`src/rtl/spi_cmd_decoder_pkg.sv`:
```
// Shared definitions for the SPI register-command decoder: field widths,
// register addresses, STATUS layout and FSM state encoding.
package spi_cmd_decoder_pkg;

    localparam int unsigned DATA_W = 8;
    localparam int unsigned ADDR_W = 3;
    localparam int unsigned CNT_W  = 4;

    // Command byte layout: bit7 selects write, bits[2:0] carry the address.
    localparam int unsigned CMD_WR_BIT = 7;

    // Register map.
    localparam logic [ADDR_W-1:0] ADDR_OUT     = 3'd0;
    localparam logic [ADDR_W-1:0] ADDR_TOGGLE  = 3'd1;
    localparam logic [ADDR_W-1:0] ADDR_SET     = 3'd2;
    localparam logic [ADDR_W-1:0] ADDR_CLR     = 3'd3;
    localparam logic [ADDR_W-1:0] ADDR_SCRATCH = 3'd4;
    localparam logic [ADDR_W-1:0] ADDR_STATUS  = 3'd5;

    // STATUS bit positions.
    localparam int unsigned STATUS_ERR_BIT   = 7;
    localparam int unsigned STATUS_ABORT_BIT = 6;
    localparam int unsigned STATUS_CNT_LSB   = 0;

    // STATUS register image as returned on readback.
    typedef struct packed {
        logic             err;
        logic             abort;
        logic [1:0]       rsvd;
        logic [CNT_W-1:0] frame_cnt;
    } status_t;

    typedef enum logic {
        ST_IDLE      = 1'b0,
        ST_WAIT_DATA = 1'b1
    } state_t;

    // Assemble the STATUS image; reserved bits always read as zero.
    function automatic status_t pack_status(
        input logic             err,
        input logic             abort,
        input logic [CNT_W-1:0] frame_cnt
    );
        status_t s;
        s.err       = err;
        s.abort     = abort;
        s.rsvd      = 2'b00;
        s.frame_cnt = frame_cnt;
        return s;
    endfunction

endpackage

```
`src/rtl/spi_cmd_decoder_sync.sv`:
```
// sync_rise: multi-flop synchronizer for an asynchronous level followed by
// a previous-value flop, producing a one-cycle pulse on each synchronized
// rising edge.
// Ports:
//   clk        system clock
//   rst        asynchronous active-high reset (all flops clear to 0)
//   async_in   asynchronous input level
//   rise_c     combinational one-cycle rising-edge pulse (clk domain)
// SYNC_STAGES must be at least 2.
module sync_rise #(
    parameter int unsigned SYNC_STAGES = 2
) (
    input  logic clk,
    input  logic rst,
    input  logic async_in,
    output logic rise_c
);

    logic [SYNC_STAGES-1:0] sync_q;
    logic                   prev_q;

    // Synchronizer chain plus one flop holding the prior synchronized value.
    always_ff @(posedge clk or posedge rst) begin
        if (rst) begin
            sync_q <= '0;
            prev_q <= 1'b0;
        end else begin
            sync_q <= {sync_q[SYNC_STAGES-2:0], async_in};
            prev_q <= sync_q[SYNC_STAGES-1];
        end
    end

    // Reset value 0 means an input already high at reset release yields one edge.
    assign rise_c = sync_q[SYNC_STAGES-1] & ~prev_q;

endmodule

```
`src/rtl/spi_cmd_decoder.sv`:
```
// spi_cmd_decoder: parses two-byte command frames (command, data) received
// from the SPI slave, maintains the OUT/SCRATCH/STATUS register file and
// returns read data to the SPI slave for transmission on the next byte.
// Ports:
//   clk         system clock
//   rst         asynchronous active-high reset
//   ss          SPI slave select, active-low, asynchronous
//   data_rdy    byte-received strobe, asynchronous
//   data_in     received byte, stable from data_rdy rise to next byte
//   data_out    byte for the SPI slave to transmit next
//   data_latch  one-cycle pulse telling the SPI slave to load data_out
//   out         8-bit output port (OUT register)
module spi_cmd_decoder
    import spi_cmd_decoder_pkg::*;
#(
    parameter int unsigned SYNC_STAGES = 2
) (
    input  logic              clk,
    input  logic              rst,
    input  logic              ss,
    input  logic              data_rdy,
    input  logic [DATA_W-1:0] data_in,
    output logic [DATA_W-1:0] data_out,
    output logic              data_latch,
    output logic [DATA_W-1:0] out
);

    logic byte_rise_c;
    logic ss_rise_c;

    state_t            state_q;
    logic [ADDR_W-1:0] addr_q;
    logic              wr_q;
    logic [DATA_W-1:0] out_q;
    logic [DATA_W-1:0] scratch_q;
    logic              err_q;
    logic              abort_q;
    logic [CNT_W-1:0]  frame_cnt_q;
    logic [DATA_W-1:0] data_out_q;
    logic              data_latch_q;

    logic [ADDR_W-1:0] cmd_addr_c;
    logic              cmd_wr_c;
    logic [DATA_W-1:0] rd_data_c;
    status_t           status_c;

    // Byte strobe and deselect edge detectors.
    sync_rise #(
        .SYNC_STAGES (SYNC_STAGES)
    ) u_sync_rdy (
        .clk      (clk),
        .rst      (rst),
        .async_in (data_rdy),
        .rise_c   (byte_rise_c)
    );

    sync_rise #(
        .SYNC_STAGES (SYNC_STAGES)
    ) u_sync_ss (
        .clk      (clk),
        .rst      (rst),
        .async_in (ss),
        .rise_c   (ss_rise_c)
    );

    assign cmd_addr_c = data_in[ADDR_W-1:0];
    assign cmd_wr_c   = data_in[CMD_WR_BIT];
    assign status_c   = pack_status(err_q, abort_q, frame_cnt_q);

    // Readback mux; write-only and unused addresses read as zero.
    always_comb begin
        rd_data_c = '0;
        case (cmd_addr_c)
            ADDR_OUT:     rd_data_c = out_q;
            ADDR_SCRATCH: rd_data_c = scratch_q;
            ADDR_STATUS:  rd_data_c = status_c;
            default:      rd_data_c = '0;
        endcase
    end

    // Frame FSM, register file and STATUS tracking.
    always_ff @(posedge clk or posedge rst) begin
        if (rst) begin
            state_q      <= ST_IDLE;
            addr_q       <= '0;
            wr_q         <= 1'b0;
            out_q        <= '0;
            scratch_q    <= '0;
            err_q        <= 1'b0;
            abort_q      <= 1'b0;
            frame_cnt_q  <= '0;
            data_out_q   <= '0;
            data_latch_q <= 1'b0;
        end else begin
            data_latch_q <= 1'b0;
            // Deselect takes priority over a byte arriving in the same cycle.
            if (ss_rise_c) begin
                if (state_q == ST_WAIT_DATA) begin
                    abort_q <= 1'b1;
                    state_q <= ST_IDLE;
                end
            end else if (byte_rise_c) begin
                case (state_q)
                    ST_IDLE: begin
                        addr_q  <= cmd_addr_c;
                        wr_q    <= cmd_wr_c;
                        state_q <= ST_WAIT_DATA;
                        if (!cmd_wr_c) begin
                            data_out_q   <= rd_data_c;
                            data_latch_q <= 1'b1;
                            // STATUS is captured above before its sticky bits clear.
                            if (cmd_addr_c == ADDR_STATUS) begin
                                err_q   <= 1'b0;
                                abort_q <= 1'b0;
                            end
                        end
                    end
                    ST_WAIT_DATA: begin
                        if (wr_q) begin
                            case (addr_q)
                                ADDR_OUT:     out_q     <= data_in;
                                ADDR_TOGGLE:  out_q     <= out_q ^ data_in;
                                ADDR_SET:     out_q     <= out_q | data_in;
                                ADDR_CLR:     out_q     <= out_q & ~data_in;
                                ADDR_SCRATCH: scratch_q <= data_in;
                                default:      err_q     <= 1'b1;
                            endcase
                        end
                        frame_cnt_q <= frame_cnt_q + CNT_W'(1);
                        state_q     <= ST_IDLE;
                    end
                    default: state_q <= ST_IDLE;
                endcase
            end
        end
    end

    assign data_out   = data_out_q;
    assign data_latch = data_latch_q;
    assign out        = out_q;

endmodule

```
`config.mk`:
```
export PLATFORM = sky130hd
export DESIGN_NAME = spi_cmd_decoder
export DESIGN_NICKNAME = d
export VERILOG_FILES = /design/src/rtl/spi_cmd_decoder_pkg.sv /design/src/rtl/spi_cmd_decoder_sync.sv /design/src/rtl/spi_cmd_decoder.sv
export SDC_FILE = /design/constraint.sdc
export NUM_CORES = 1
export LEC_CHECK = 0
export ABC_AREA = 1
export BUFFER_PORTS_ARGS = -buffer_cell sky130_fd_sc_hd__buf_2
export CAP_MARGIN = 30
export CORE_MARGIN = 5
export CORE_UTILIZATION = 30
export DETAILED_ROUTE_END_ITERATION = 16
export PLACE_DENSITY = 0.49
export SLEW_MARGIN = 0
export SYNTH_ARGS = -nofsm -noshare
export SYNTH_HDL_FRONTEND = slang
export SYNTH_SLANG_ARGS = --single-unit
```
`constraint.sdc`:
```
create_clock -name clk -period 3 [get_ports clk]
set_input_delay 0.3 -clock clk [delete_from_list [all_inputs] [get_ports clk]]
set_output_delay 0.3 -clock clk [all_outputs]
set_load 0.1 [all_outputs]
```
==> insert_results.sql <==
INSERT INTO impl_metrics (metric_group, metric, value, unit) VALUES
('outcome', 'result_of_the_run', 'complete, no violations', ''),
('yosys', 'combinational_family_with_the_most_area_after_synthesis', 'simple AND/OR/NAND/NOR gates', ''),
('clock_network', 'cts.clk_slew.worst_paths', '80', 'ps'),
('clock_network', 'hold_buffers', '1', ''),
('place', 'dp_hpwl', '4423', 'um'),
('clock_network', 'cts_max_path_buffers', '2', ''),
('sta', 'actual_slew_at_the_worst_max_slew_pin', '495.6', 'ps'),
('power', 'internal_power', '1257', 'uW'),
('worst_setup_path', 'timing.critical_path.fanout_max', '5', ''),
('sta', 'finClkSkew', '8.524', 'ps'),
('yosys', 'synth-async-reset-ratio', '1.000', ''),
('clock_network', 'insertion_delay', '300', 'ps'),
('drt', 'finalWirelength', '5809', 'um'),
('yosys', 'syn_nets', '330', ''),
('drt', 'drtIter0Drc', '59', ''),
('finish', 'most-common-layout-cells', 'nand2_1 (111), dfrtp_1 (42), nor2_1 (38)', ''),
('drt', 'm1WireLength', '2831', 'um'),
('yosys', 'synth-compound-area-share', '0.04184', ''),
('power', 'power_frac_clock', '0.178', ''),
('sta', 'slew_headroom', '0.6719', ''),
('grt', 'grt_start_max_net_pins', '19', ''),
('worst_setup_path', 'worstSetupStartpointType', 'register', ''),
('floorplanning', 'initial_utilization', '0.3073', ''),
('finish', 'fin_util', '0.3581', ''),
('yosys', 'synthXorXnorAreaFrac', '0.007415', ''),
('yosys', 'synth_edf_count', '0', ''),
('power', 'share_seq_of_total_power', '0.357', ''),
('grt', 'vias_in_the_first_global_route', '1929', ''),
('worst_setup_path', 'critical_path.reg2reg.startpoint', 'addr_q[1]$_DFFE_PP0P_', ''),
('power', 'total_power', '2605', 'uW'),
('yosys', 'syn-cell-area', '2362', 'um2'),
('sta', 'post-route-period-util', '0.5175', ''),
('worst_setup_path', 'reg2reg_setup_slack', '1500', 'ps'),
('worst_setup_path', 'cells_along_the_critical_path', 'buf_2', ''),
('job', 'timing.max_cap.violations', '0', ''),
('sta', 'slew_viol_final', '0', ''),
('sta', 'period_minus_slack', '1552', 'ps'),
('sta', 'rsz0062_at_grt', 'no', ''),
('worst_setup_path', 'critical_path_buf_inv_count', '1', ''),
('yosys', 'synth_warnings', '0', ''),
('worst_setup_path', 'reg2regPathDepth', '6', ''),
('drt', 'wl_met2', '2617', 'um'),
('yosys', 'synth.ff_latch_count', '42', ''),
('worst_setup_path', 'arrival', '1250', 'ps'),
('finish', 'share_of_post_route_cells_with_drive_strength_above_1', '0.1672', ''),
('hold_path', 'number_of_cells_traversed_by_the_worst_hold_path', '1', ''),
('floorplanning', 'die_w', '98.74', 'um'),
('drt', 'wire_per_inst', '13.29', 'um'),
('clock_network', 'cts_post_setup_buffers_inserted', '0', ''),
('clock_network', 'clockRootBuffer', 'clkbuf_8', ''),
('clock_network', 'post_cts.resized_instances', '0', ''),
('yosys', 'synth_simple_gate_area_share', '0.3528', ''),
('yosys', 'synth-main-ff-cell', 'dfrtp_1', ''),
('grt', 'initial_antenna_violation_count', '0', ''),
('yosys', 'post_synth_fa_ha_maj_area_fraction', '0.09004', ''),
('sta', 'hold_ws', '105.7', 'ps'),
('drt', 'route.top_layer_used', 'met4', ''),
('sta', 'timing.final.setup_violations', '0', ''),
('finish', 'layout.cells.most_common', 'nand2_1', ''),
('finish', 'antennaDiodeCount', '0', ''),
('grt', 'grt_first_pass_wirelength', '10090', 'um'),
('drt', 'drtAntennaViolNets', '0', ''),
('finish', 'finalNetCount', '364', ''),
('power', 'leakage', '0.001405', 'uW'),
('hold_path', 'worstHoldPathType', 'input pin to register', ''),
('floorplanning', 'core_region_area', '7687', 'um2'),
('drt', 'avgViaCountPerCell', '4.435', ''),
('place', 'gp_congestion', '0.8062', ''),
('worst_setup_path', 'timing.critical_path.to_type', 'output port', ''),
('worst_setup_path', 'cp_slowest_stage_delay', '480', 'ps'),
('drt', 'wl_met3', '237', 'um');
[state kept, by name, indices dropped and copies added, names as in the netlist, 2 cells and up]
register and count:
data_out 8, scratch_q 8, addr_q 3, out 8, u_sync_ss.sync_q 2, frame_cnt_q 4
u_sync_rdy.sync_q 2
[cells in the mapped netlist (2+ instances only)]
library cell	instances	area, um2
nand2_1	111	416.7
dfrtp_1	42	1051
nor2_1	38	142.6
nand3_1	17	85.08
o21ai_1	7	35.03
o21ai_0	9	45.04
nand2_2	4	25.02
nor2_2	3	18.77
buf_6	2	22.52
nor2_4	4	45.04
inv_4	2	12.51
nand4_1	8	50.05
inv_2	2	7.510
inv_1	25	93.84
a21oi_1	2	10.01
ha_1	17	212.7
[area by class of cell]
class	instances	area (um2)	area share
multi-input combinational	226	1162	0.4223
sequential	42	1051	0.3818
timing repair buffer	31	185.2	0.06727
tap	102	127.6	0.04636
inverter	29	113.9	0.04136
clock buffer	6	82.58	0.03000
clock inverter	1	30.03	0.01091
[per-layer routing]
layer,vias to the layer above,GRT usage
met3,9,0.02902
met1,882,0.1763
li1,1017,-
met5,-,0
met4,0,0.05147
met2,30,0.2038
[power by group through the flow]
stage	Sequential [uW]	Combinational, uW	Clock, uW
floorplan	1470	424	0
global placement	937	1210	0
detailed placement	943	1220	0
CTS	931	1230	485
global route	961	1320	506
finish	931	1210	463
[logic make-up (layout without fill, tap and decap cells)]
logic type               count (synthesis)  after routing
XOR/XNOR                                 2              2
AND/OR/NAND/NOR                        188            188
AO/OA/AOI/OAI                           19             19
adder cells (fa/ha/maj)                 17             17
flip-flops                              42             42
buffers and inverters                   33             67
[per-stage QoR]
step	instances	setup slack, ps
6_report	437	1448
5_1_grt	437	1329
4_1_cts	437	1426
3_5_place_dp	429	1481
3_3_place_gp	428	1445
2_1_floorplan	301	1306
[how the worst max path moves through the flow]
stage                                startpoint            endpoint  slack, ps  cells after the start
final                        out[3]$_DFFE_PP0P_              out[3]       1450                      1
after global placement    addr_q[1]$_DFFE_PP0P_  out[0]$_DFFE_PP0P_       1440                      6
after global routing      addr_q[1]$_DFFE_PP0P_  out[0]$_DFFE_PP0P_       1330                      6
after detailed placement  addr_q[1]$_DFFE_PP0P_  out[0]$_DFFE_PP0P_       1480                      6
after CTS                    out[1]$_DFFE_PP0P_              out[1]       1430                      1
after floorplan              out[4]$_DFFE_PP0P_  out[4]$_DFFE_PP0P_       1310                      6
No activity file was read; power rests on OpenSTA's default activity.
